===== src/rtl/imp_csr_axil_slave.sv =====
// AXI4-Lite CSR block for the IMP read/write masters: config registers,
// start pulse, busy/done status and a level interrupt.
module imp_csr_axil_slave #(
  parameter logic [31:0] ID_VALUE   = 32'h494D_5001,
  parameter int unsigned ADDR_LSB_W = 12
) (
  input  logic        clk,
  input  logic        rst,
  input  logic        s_aw_valid,
  output logic        s_aw_ready,
  input  logic [31:0] s_aw_addr,
  input  logic [2:0]  s_aw_prot,
  input  logic        s_w_valid,
  output logic        s_w_ready,
  input  logic [31:0] s_w_data,
  input  logic [3:0]  s_w_strb,
  output logic        s_b_valid,
  input  logic        s_b_ready,
  output logic [1:0]  s_b_resp,
  input  logic        s_ar_valid,
  output logic        s_ar_ready,
  input  logic [31:0] s_ar_addr,
  output logic        s_r_valid,
  input  logic        s_r_ready,
  output logic [31:0] s_r_data,
  output logic [1:0]  s_r_resp,
  input  logic        imp_done,
  output logic        imp_start,
  output logic [7:0]  imp_hsize,
  output logic [7:0]  imp_vsize,
  output logic [7:0]  imp_minx,
  output logic [7:0]  imp_miny,
  output logic [7:0]  imp_pitch,
  output logic [31:0] imp_src_baddr,
  output logic [31:0] imp_dst_baddr,
  output logic        imp_busy,
  output logic        irq
);

  typedef enum logic [3:0] {
    REG_CTRL   = 4'd0,
    REG_STATUS = 4'd1,
    REG_HSIZE  = 4'd2,
    REG_VSIZE  = 4'd3,
    REG_MINX   = 4'd4,
    REG_MINY   = 4'd5,
    REG_SRC    = 4'd6,
    REG_DST    = 4'd7,
    REG_PITCH  = 4'd8,
    REG_ID     = 4'd9
  } reg_idx_e;

  localparam logic [1:0] RESP_OKAY   = 2'b00;
  localparam logic [1:0] RESP_SLVERR = 2'b10;

  // Offsets 0x00..0x27 inside the decoded window; upper address bits alias.
  function automatic logic addr_hit(input logic [31:0] a);
    return (a[ADDR_LSB_W-1:6] == '0) && (a[5:2] <= REG_ID);
  endfunction

  logic        rdy_en_q,  rdy_en_d;
  logic        aw_held_q, aw_held_d;
  logic [31:0] aw_addr_q, aw_addr_d;
  logic        w_held_q,  w_held_d;
  logic [31:0] w_data_q,  w_data_d;
  logic [3:0]  w_strb_q,  w_strb_d;
  logic        b_valid_q, b_valid_d;
  logic [1:0]  b_resp_q,  b_resp_d;
  logic        r_valid_q, r_valid_d;
  logic [31:0] r_data_q,  r_data_d;
  logic [1:0]  r_resp_q,  r_resp_d;
  logic        irq_en_q,  irq_en_d;
  logic        busy_q,    busy_d;
  logic        done_q,    done_d;
  logic        start_q,   start_d;
  logic        irq_q,     irq_d;
  logic [7:0]  hsize_q, hsize_d, vsize_q, vsize_d;
  logic [7:0]  minx_q, minx_d, miny_q, miny_d, pitch_q, pitch_d;
  logic [31:0] src_q, src_d, dst_q, dst_d;

  logic        aw_hs, w_hs, ar_hs, commit, w_hit, start_req, done_clr;
  logic [31:0] wa, wd, rdata;
  logic [3:0]  ws;
  logic        r_err;
  logic        unused_ok;

  assign s_aw_ready = rdy_en_q & ~aw_held_q & ~b_valid_q;
  assign s_w_ready  = rdy_en_q & ~w_held_q & ~b_valid_q;
  assign s_ar_ready = rdy_en_q & ~r_valid_q;
  assign aw_hs      = s_aw_valid & s_aw_ready;
  assign w_hs       = s_w_valid & s_w_ready;
  assign ar_hs      = s_ar_valid & s_ar_ready;

  // A handshake in the current cycle bypasses the holding register so the
  // commit lands on the same edge as the last of AW/W.
  assign wa     = aw_held_q ? aw_addr_q : s_aw_addr;
  assign wd     = w_held_q  ? w_data_q  : s_w_data;
  assign ws     = w_held_q  ? w_strb_q  : s_w_strb;
  assign commit = (aw_held_q | aw_hs) & (w_held_q | w_hs) & ~b_valid_q;
  assign w_hit  = addr_hit(wa);

  assign unused_ok = ^{s_aw_prot, wa[31:ADDR_LSB_W], wa[1:0],
                       s_ar_addr[31:ADDR_LSB_W], s_ar_addr[1:0]};

  assign s_b_valid     = b_valid_q;
  assign s_b_resp      = b_resp_q;
  assign s_r_valid     = r_valid_q;
  assign s_r_data      = r_data_q;
  assign s_r_resp      = r_resp_q;
  assign imp_start     = start_q;
  assign imp_busy      = busy_q;
  assign irq           = irq_q;
  assign imp_hsize     = hsize_q;
  assign imp_vsize     = vsize_q;
  assign imp_minx      = minx_q;
  assign imp_miny      = miny_q;
  assign imp_pitch     = pitch_q;
  assign imp_src_baddr = src_q;
  assign imp_dst_baddr = dst_q;

  // Read mux over the current (pre-commit) register values.
  always_comb begin
    rdata = '0;
    r_err = 1'b0;
    if (!addr_hit(s_ar_addr)) begin
      r_err = 1'b1;
    end else begin
      case (s_ar_addr[5:2])
        REG_CTRL:   rdata = {30'b0, irq_en_q, 1'b0};
        REG_STATUS: rdata = {30'b0, done_q, busy_q};
        REG_HSIZE:  rdata = {24'b0, hsize_q};
        REG_VSIZE:  rdata = {24'b0, vsize_q};
        REG_MINX:   rdata = {24'b0, minx_q};
        REG_MINY:   rdata = {24'b0, miny_q};
        REG_SRC:    rdata = src_q;
        REG_DST:    rdata = dst_q;
        REG_PITCH:  rdata = {24'b0, pitch_q};
        REG_ID:     rdata = ID_VALUE;
        default:    r_err = 1'b1;
      endcase
    end
  end

  // Channel handshakes, register writes and busy/done/irq bookkeeping.
  always_comb begin
    rdy_en_d  = 1'b1;
    aw_held_d = aw_held_q;
    aw_addr_d = aw_hs ? s_aw_addr : aw_addr_q;
    w_held_d  = w_held_q;
    w_data_d  = w_hs ? s_w_data : w_data_q;
    w_strb_d  = w_hs ? s_w_strb : w_strb_q;
    b_valid_d = b_valid_q;
    b_resp_d  = b_resp_q;
    r_valid_d = r_valid_q;
    r_data_d  = r_data_q;
    r_resp_d  = r_resp_q;
    irq_en_d  = irq_en_q;
    hsize_d   = hsize_q;
    vsize_d   = vsize_q;
    minx_d    = minx_q;
    miny_d    = miny_q;
    pitch_d   = pitch_q;
    src_d     = src_q;
    dst_d     = dst_q;
    start_req = 1'b0;
    done_clr  = 1'b0;

    if (aw_hs) aw_held_d = 1'b1;
    if (w_hs)  w_held_d  = 1'b1;

    if (b_valid_q && s_b_ready) b_valid_d = 1'b0;

    if (commit) begin
      aw_held_d = 1'b0;
      w_held_d  = 1'b0;
      b_valid_d = 1'b1;
      b_resp_d  = w_hit ? RESP_OKAY : RESP_SLVERR;
      if (w_hit) begin
        case (wa[5:2])
          REG_CTRL: if (ws[0]) begin
            irq_en_d  = wd[1];
            start_req = wd[0];
          end
          REG_STATUS: if (ws[0] && wd[1]) done_clr = 1'b1;
          REG_HSIZE:  if (ws[0]) hsize_d = wd[7:0];
          REG_VSIZE:  if (ws[0]) vsize_d = wd[7:0];
          REG_MINX:   if (ws[0]) minx_d  = wd[7:0];
          REG_MINY:   if (ws[0]) miny_d  = wd[7:0];
          REG_PITCH:  if (ws[0]) pitch_d = wd[7:0];
          REG_SRC:
            for (int unsigned i = 0; i < 4; i++)
              if (ws[i]) src_d[8*i +: 8] = wd[8*i +: 8];
          REG_DST:
            for (int unsigned i = 0; i < 4; i++)
              if (ws[i]) dst_d[8*i +: 8] = wd[8*i +: 8];
          default: ;
        endcase
      end
    end

    if (r_valid_q && s_r_ready) r_valid_d = 1'b0;
    if (ar_hs) begin
      r_valid_d = 1'b1;
      r_data_d  = rdata;
      r_resp_d  = r_err ? RESP_SLVERR : RESP_OKAY;
    end

    // Start beats a same-cycle done for BUSY; done beats W1C for DONE.
    start_d = start_req & ~busy_q;
    if (start_d)       busy_d = 1'b1;
    else if (imp_done) busy_d = 1'b0;
    else               busy_d = busy_q;
    if (imp_done)      done_d = 1'b1;
    else if (done_clr) done_d = 1'b0;
    else               done_d = done_q;
    irq_d = done_q & irq_en_q;
  end

  // State registers with synchronous reset.
  always_ff @(posedge clk) begin
    if (rst) begin
      rdy_en_q  <= 1'b0;
      aw_held_q <= 1'b0;
      aw_addr_q <= '0;
      w_held_q  <= 1'b0;
      w_data_q  <= '0;
      w_strb_q  <= '0;
      b_valid_q <= 1'b0;
      b_resp_q  <= '0;
      r_valid_q <= 1'b0;
      r_data_q  <= '0;
      r_resp_q  <= '0;
      irq_en_q  <= 1'b0;
      busy_q    <= 1'b0;
      done_q    <= 1'b0;
      start_q   <= 1'b0;
      irq_q     <= 1'b0;
      hsize_q   <= '0;
      vsize_q   <= '0;
      minx_q    <= '0;
      miny_q    <= '0;
      pitch_q   <= '0;
      src_q     <= '0;
      dst_q     <= '0;
    end else begin
      rdy_en_q  <= rdy_en_d;
      aw_held_q <= aw_held_d;
      aw_addr_q <= aw_addr_d;
      w_held_q  <= w_held_d;
      w_data_q  <= w_data_d;
      w_strb_q  <= w_strb_d;
      b_valid_q <= b_valid_d;
      b_resp_q  <= b_resp_d;
      r_valid_q <= r_valid_d;
      r_data_q  <= r_data_d;
      r_resp_q  <= r_resp_d;
      irq_en_q  <= irq_en_d;
      busy_q    <= busy_d;
      done_q    <= done_d;
      start_q   <= start_d;
      irq_q     <= irq_d;
      hsize_q   <= hsize_d;
      vsize_q   <= vsize_d;
      minx_q    <= minx_d;
      miny_q    <= miny_d;
      pitch_q   <= pitch_d;
      src_q     <= src_d;
      dst_q     <= dst_d;
    end
  end

endmodule


===== config.mk =====
export PLATFORM = sky130hd
export DESIGN_NAME = imp_csr_axil_slave
export DESIGN_NICKNAME = d
export VERILOG_FILES = /design/src/rtl/imp_csr_axil_slave.sv
export SDC_FILE = /design/constraint.sdc
export NUM_CORES = 1
export LEC_CHECK = 0
export BUFFER_PORTS_ARGS = -buffer_cell sky130_fd_sc_hd__buf_2
export CAP_MARGIN = 20
export CORE_AREA = 2 2 105 157
export DETAILED_ROUTE_END_ITERATION = 10
export DIE_AREA = 0 0 107 159
export MAX_ROUTING_LAYER = met4
export PLACE_DENSITY = 0.83
export SYNTH_ARGS = -nofsm -noshare
export SYNTH_HDL_FRONTEND = slang
export SYNTH_SLANG_ARGS = --single-unit

===== constraint.sdc =====
create_clock -name clk -period 5.8 [get_ports clk]
set_input_delay 0.58 -clock clk [delete_from_list [all_inputs] [get_ports clk]]
set_output_delay 0.58 -clock clk [all_outputs]
set_load 0.005 [all_outputs]

==> Yosys cells after proc, flatten, opt, wreduce, memory -nomap -nowiden <==
Index checks and enable logic that the tools add are counted.
{ "totals": {"ramBits": 0, "out_inout_bits": 148, "register_bits": 198, "input_bits": 111, "mem_bits_ro": 0, "n_memories": 0, "latch_bits": 0} }
{ "op_classes": {"div": 0, "reduce_logical": 29, "eq_ne": 17, "add_sub_neg": 0, "shifts": 0, "mux": 26, "bitwise_logic": 19, "n_lt_le_gt_ge": 2, "n_mul": 0} }
{ "ops": {"columns": ["cell", "n"], "rows": [
  ["case mux 32 bit (10 select lines)", 1],
  ["2-to-1 mux 32 bit", 2],
  ["AND reduction 4 bit", 14],
  ["== test 4 x 3 -> 1 bit (second input constant)", 8],
  ["2-to-1 mux 1 bit", 19],
  ["== test 4 x 2 -> 1 bit (second input constant)", 4],
  ["AND 1 bit", 12],
  ["== test 4 bit (second input constant)", 3],
  ["zero test 6 bit", 2],
  ["2-to-1 mux 12 bit", 1],
  ["OR reduction 10 bit", 1],
  ["== test 4 x 1 -> 1 bit (second input constant)", 2],
  ["<= comparator 4 bit (second input constant)", 2],
  ["zero test 4 bit", 2],
  ["nonzero test 2 bit", 4],
  ["logical AND 1 bit", 5],
  ["inverter 1 bit", 5],
  ["2-to-1 mux 2 bit", 2],
  ["2-to-1 mux 4 bit", 1],
  ["bitwise OR 1 bit", 2],
  ["OR reduction 2 bit", 1]
]} }

==> Depth between registers and ports, before layout <==
{ "logic_depth": {"depth_word": 10, "mapped_depth": 9, "ltp_nobuf": 5} }

==> Worst setup path before layout <==
OpenSTA, ideal clock, no wires.
{ "synth_timing": {"kind": "input -> register", "start": "input port s_aw_addr[7]", "end": "register pitch_q[0], in the netlist imp_pitch[0]", "stages": 6, "arrival_time_ps": 2299, "path_slack_ps": 3377, "setup_ps": 124, "n_path_buf": 1, "path_cell_list": "or4_4 -> nor4_4 -> o21ai_2 -> or4_1 -> buf_6 -> mux2i_1"} }
{ "synth_between": {"elab_chain_len": 4} }
{ "synth_lines": {"columns": ["element", "line_no", "rtl"], "rows": [
  ["start, declared", "11", "input logic [31:0] s_aw_addr,"],
  ["2-to-1 mux 12 bit", "96", "assign wa = aw_held_q ? aw_addr_q : s_aw_addr;"],
  ["zero test 6 bit", "58", "return (a[ADDR_LSB_W-1:6] == '0) && (a[5:2] <= REG_ID);"],
  ["logical AND 1 bit", "58", null],
  ["AND reduction 4 bit (no line)", null, null],
  ["end signal, assigned", "266", "pitch_q <= pitch_d;"],
  ["end, declared", "78", "logic [7:0] minx_q, minx_d, miny_q, miny_d, pitch_q, pitch_d;"]
]} }
Every way passes these cells.
A chain may end at the register's enable or synchronous reset.

==> Final worst setup path <==
{ "layout_timing": {"start": "register aw_held_q", "end": "register pitch_q[2], in the netlist imp_pitch[2]"} }
{ "layout_between": {"elab_chain_len": 8, "word_cells_on_any_way": 13, "classes_between": "order compare: 1; eq/ne: 1; mux: 1; bitwise: 7; reduce/logical: 3"} }
{ "layout_lines": {"columns": ["element", "line_no", "rtl"], "rows": [
  ["start, declared", "62", "logic aw_held_q, aw_held_d;"],
  ["start signal, assigned", "247", "aw_held_q <= aw_held_d;"],
  ["inverter 1 bit", "87", "assign s_aw_ready = rdy_en_q & ~aw_held_q & ~b_valid_q;"],
  ["AND 1 bit (2 in series)", "87", null],
  ["AND 1 bit", "90", "assign aw_hs = s_aw_valid & s_aw_ready;"],
  ["bitwise OR 1 bit", "99", "assign commit = (aw_held_q | aw_hs) & (w_held_q | w_hs) & ~b_valid_q;"],
  ["AND 1 bit (2 in series)", "99", null],
  ["AND reduction 4 bit (no line) (*)", null, null]
]} }
Mark *: on every way between the ends. The rest lies on a longest branch, timed or not.

==> results_dict.tcl <==
set metrics [dict create \
    status "complete, no violations" \
    core_um2 15600 \
    dp_slack_ns 2.66 \
    crit_path_end_kind "flip-flop" \
    syn_inst 1013 \
    yosysSeqAreaShare 0.461 \
    initial_core_util 0.539 \
    synthTopCellsByCount "dfxtp_1, nand2_1, a21oi_1" \
    min-delay-start "s_w_data[22]" \
    grt_max_degree 83 \
    cts_root_buf "clkbuf_16" \
    drtIter0Drc 641 \
    postCtsSetupBuffers 0 \
    yosysUniqueCellTypes 56 \
    syn2layout_area_growth_pct 20.6 \
    wl_mm 25.4 \
    crit_type "reg2reg" \
    postCtsResizedCells 0 \
    grt_pass1_wl_mm 39.0 \
    dr.pass1.iters 6 \
    maxCapViolCount 0 \
    die_area_um2 17000 \
    tns_ns 0 \
    slew_violations 0 \
    crit_arrival_ns 3.47 \
    cts_tree "done" \
    r2r_cells 5 \
    finalClockSkew_ns 0.0141 \
    die_h_um 159 \
    antenna_found_initial 1 \
    whs_path_depth 3 \
    gp_congestion 0.956 \
    reg2reg_slack_ns 2.62 \
    layout-drive-gt1-share 0.236 \
    synthesis.area_um2 8430 \
    nFillCells 1321 \
    worst_pin_slew_ns 1.02 \
    relSlewSlack 0.322 \
    n_antenna_cell 0 \
    worstHoldEndpoint "w_data_q[22]$_SDFFE_PP0P_" \
    synth_top_cell_by_area "dfxtp_1" \
    peakVddDrop_mv 0.165 \
    port_buffers 209 \
    synth_area_leaders "dfxtp_1, mux2i_1, a21oi_1, nand2_1, o21ai_0" \
    whs_ns 0.393 \
    ant_nets 0 \
    io_pins 259 \
    p_total_mw 2.82 \
    wl_per_cell_um 18.2 \
    via_count 8155 \
    clk_latency_ns 0.43 \
    clk_pin_slew_worst_paths_ns 0.08 \
    ys_ff_latch 194 \
    fin_nets 1291 \
    ys.flop_type "dfxtp_1" \
    clock-sinks 194 \
    layout.cells.non_filler 1396 \
    async_flop_share 0 \
    min_path_type "in2reg" \
    place_inst 1363 \
    avgSynthCellArea_um2 8.32 \
    die_w_um 107 \
    via_per_inst 5.84 \
    final.min_clock_period_ns 3.18 \
    powerDensity_nw_per_um2 277 \
    reg2reg_from "aw_held_q$_SDFFE_PP0P_" \
    place_hpwl_mm 18.1 \
    rsz0062_at_grt "false" \
    cts.htree.levels 4 \
    cts-hold-fix-buffers 0 \
    worstPathRequired_ns 6.09 \
    synth_top_area_frac 0.461 \
    path_max_fanout 21 \
    first_global_vias 7390 \
    cts-buffers-inserted 17 \
    synth-edff-count 0 \
    finalSetupViolations 0 \
    finalHoldViolCount 0 \
    rows 56 \
    synth.most_common_cell "dfxtp_1" \
    max_freq_mhz 315 \
    remaining_drc_errors 0 \
    grt_use_total 0.297 \
    grt.overflow.total 0 \
    clock_path_buffers 2 \
    cp-start-kind "flip-flop" \
    power_leakage_nw 4.28 \
    synth_warnings 0 \
    fin_crit_sh 0.548 \
    r2r_end "imp_pitch[2]$_SDFFE_PP0P_" \
    worst_slack_ns 2.62 \
]
==> cell families (layout without fill, tap and decap cells) <==
family / Yosys count / after routing / share of synthesized area
buf+inv: 134 / 313 / 0.0618
compound gates: 302 / 302 / 0.213
mux: 78 / 78 / 0.0943
simple gates: 304 / 304 / 0.169
flops: 194 / 194 / 0.461
other cells: 1 / 2 / 0.000445
==> layout by cell type (no fill, tap or decap), drive strengths merged, types with 6 or more instances in the layout <==
cell type | netlist | final
mux2i | 67 | 67
nor3 | 11 | 11
clkbuf | 65 | 18
a22o | 16 | 16
o21ai | 100 | 100
o211ai | 9 | 9
a21oi | 112 | 112
dfxtp | 194 | 194
inv | 56 | 63
nor2b | 8 | 8
nand2b | 12 | 12
mux2 | 11 | 11
a22oi | 33 | 33
nand3 | 58 | 58
nor2 | 41 | 41
nand3b | 6 | 6
buf | 13 | 225
nand2 | 143 | 143
==> state kept, by name, indices dropped and copies added (netlist names), 4 cells and up <==
signal         count
imp_dst_baddr     32
imp_src_baddr     32
s_r_data          32
w_data_q          32
aw_addr_q         10
imp_hsize          8
imp_minx           8
imp_miny           8
imp_pitch          8
imp_vsize          8
w_strb_q           4
==> layout make-up <==
| cell class | count | area, um2 | share of cell area |
|---|---|---|---|
| multi-input combinational | 686 | 4030 | 0.396 |
| clock inverter | 14 | 166 | 0.0164 |
| clock buffer | 18 | 439 | 0.0432 |
| timing repair buffer | 225 | 1180 | 0.116 |
| sequential | 194 | 3880 | 0.382 |
| inverter | 56 | 210 | 0.0207 |
| tap | 203 | 254 | 0.0250 |
==> worst max-delay path by stage <==
| stage | from | slack, ns | endpoint | cells after the start |
|---|---|---|---|---|
| after floorplan | s_aw_addr[7] | 3.38 | imp_pitch[0]$_SDFFE_PP0P_ | 6 |
| after global placement | s_aw_addr[7] | 2.74 | imp_pitch[5]$_SDFFE_PP0P_ | 6 |
| after detailed placement | s_aw_addr[7] | 2.66 | imp_pitch[2]$_SDFFE_PP0P_ | 6 |
| after CTS | aw_held_q$_SDFFE_PP0P_ | 2.66 | imp_pitch[6]$_SDFFE_PP0P_ | 5 |
| after global routing | aw_held_q$_SDFFE_PP0P_ | 2.51 | imp_pitch[2]$_SDFFE_PP0P_ | 5 |
| final | aw_held_q$_SDFFE_PP0P_ | 2.62 | imp_pitch[2]$_SDFFE_PP0P_ | 5 |
==> report_power, final <==
| group | total (mW) | switching, mW | internal (mW) | leakage [nW] |
|---|---|---|---|---|
| registers | 1.37 | 0.0159 | 1.35 | 1.57 |
| clock network | 1.21 | 0.548 | 0.663 | 0.294 |
| logic | 0.240 | 0.158 | 0.0812 | 2.42 |
| total | 2.82 | 0.722 | 2.10 | 4.28 |
==> worst max-delay path, stage by stage, from the launching register on <==
cell and delay, ns:
dfxtp_1 0.72, or4b_1 0.55, nor4_4 0.39, o21ai_2 0.25, or4_1 0.91, mux2i_1 0.22
==> stage by stage <==
step                area, um2   util
floorplan                8430      -
global placement         9530  0.610
detailed placement       9530  0.610
CTS                     10100  0.649
global route            10200  0.650
finish                  10200  0.650
==> routing by layer <==
layer | global-route usage | share of wire | up-vias | routed length (um)
li1 | - | - | 3878 | -
met5 | - | 0 | - | 0
met1 | 0.358 | 0.38 | 3805 | 9700
met2 | 0.479 | 0.49 | 394 | 12500
met4 | 0.170 | 0.053 | 0 | 1350
met3 | 0.0319 | 0.075 | 78 | 1900
Power figures use the tool's default switching activity.
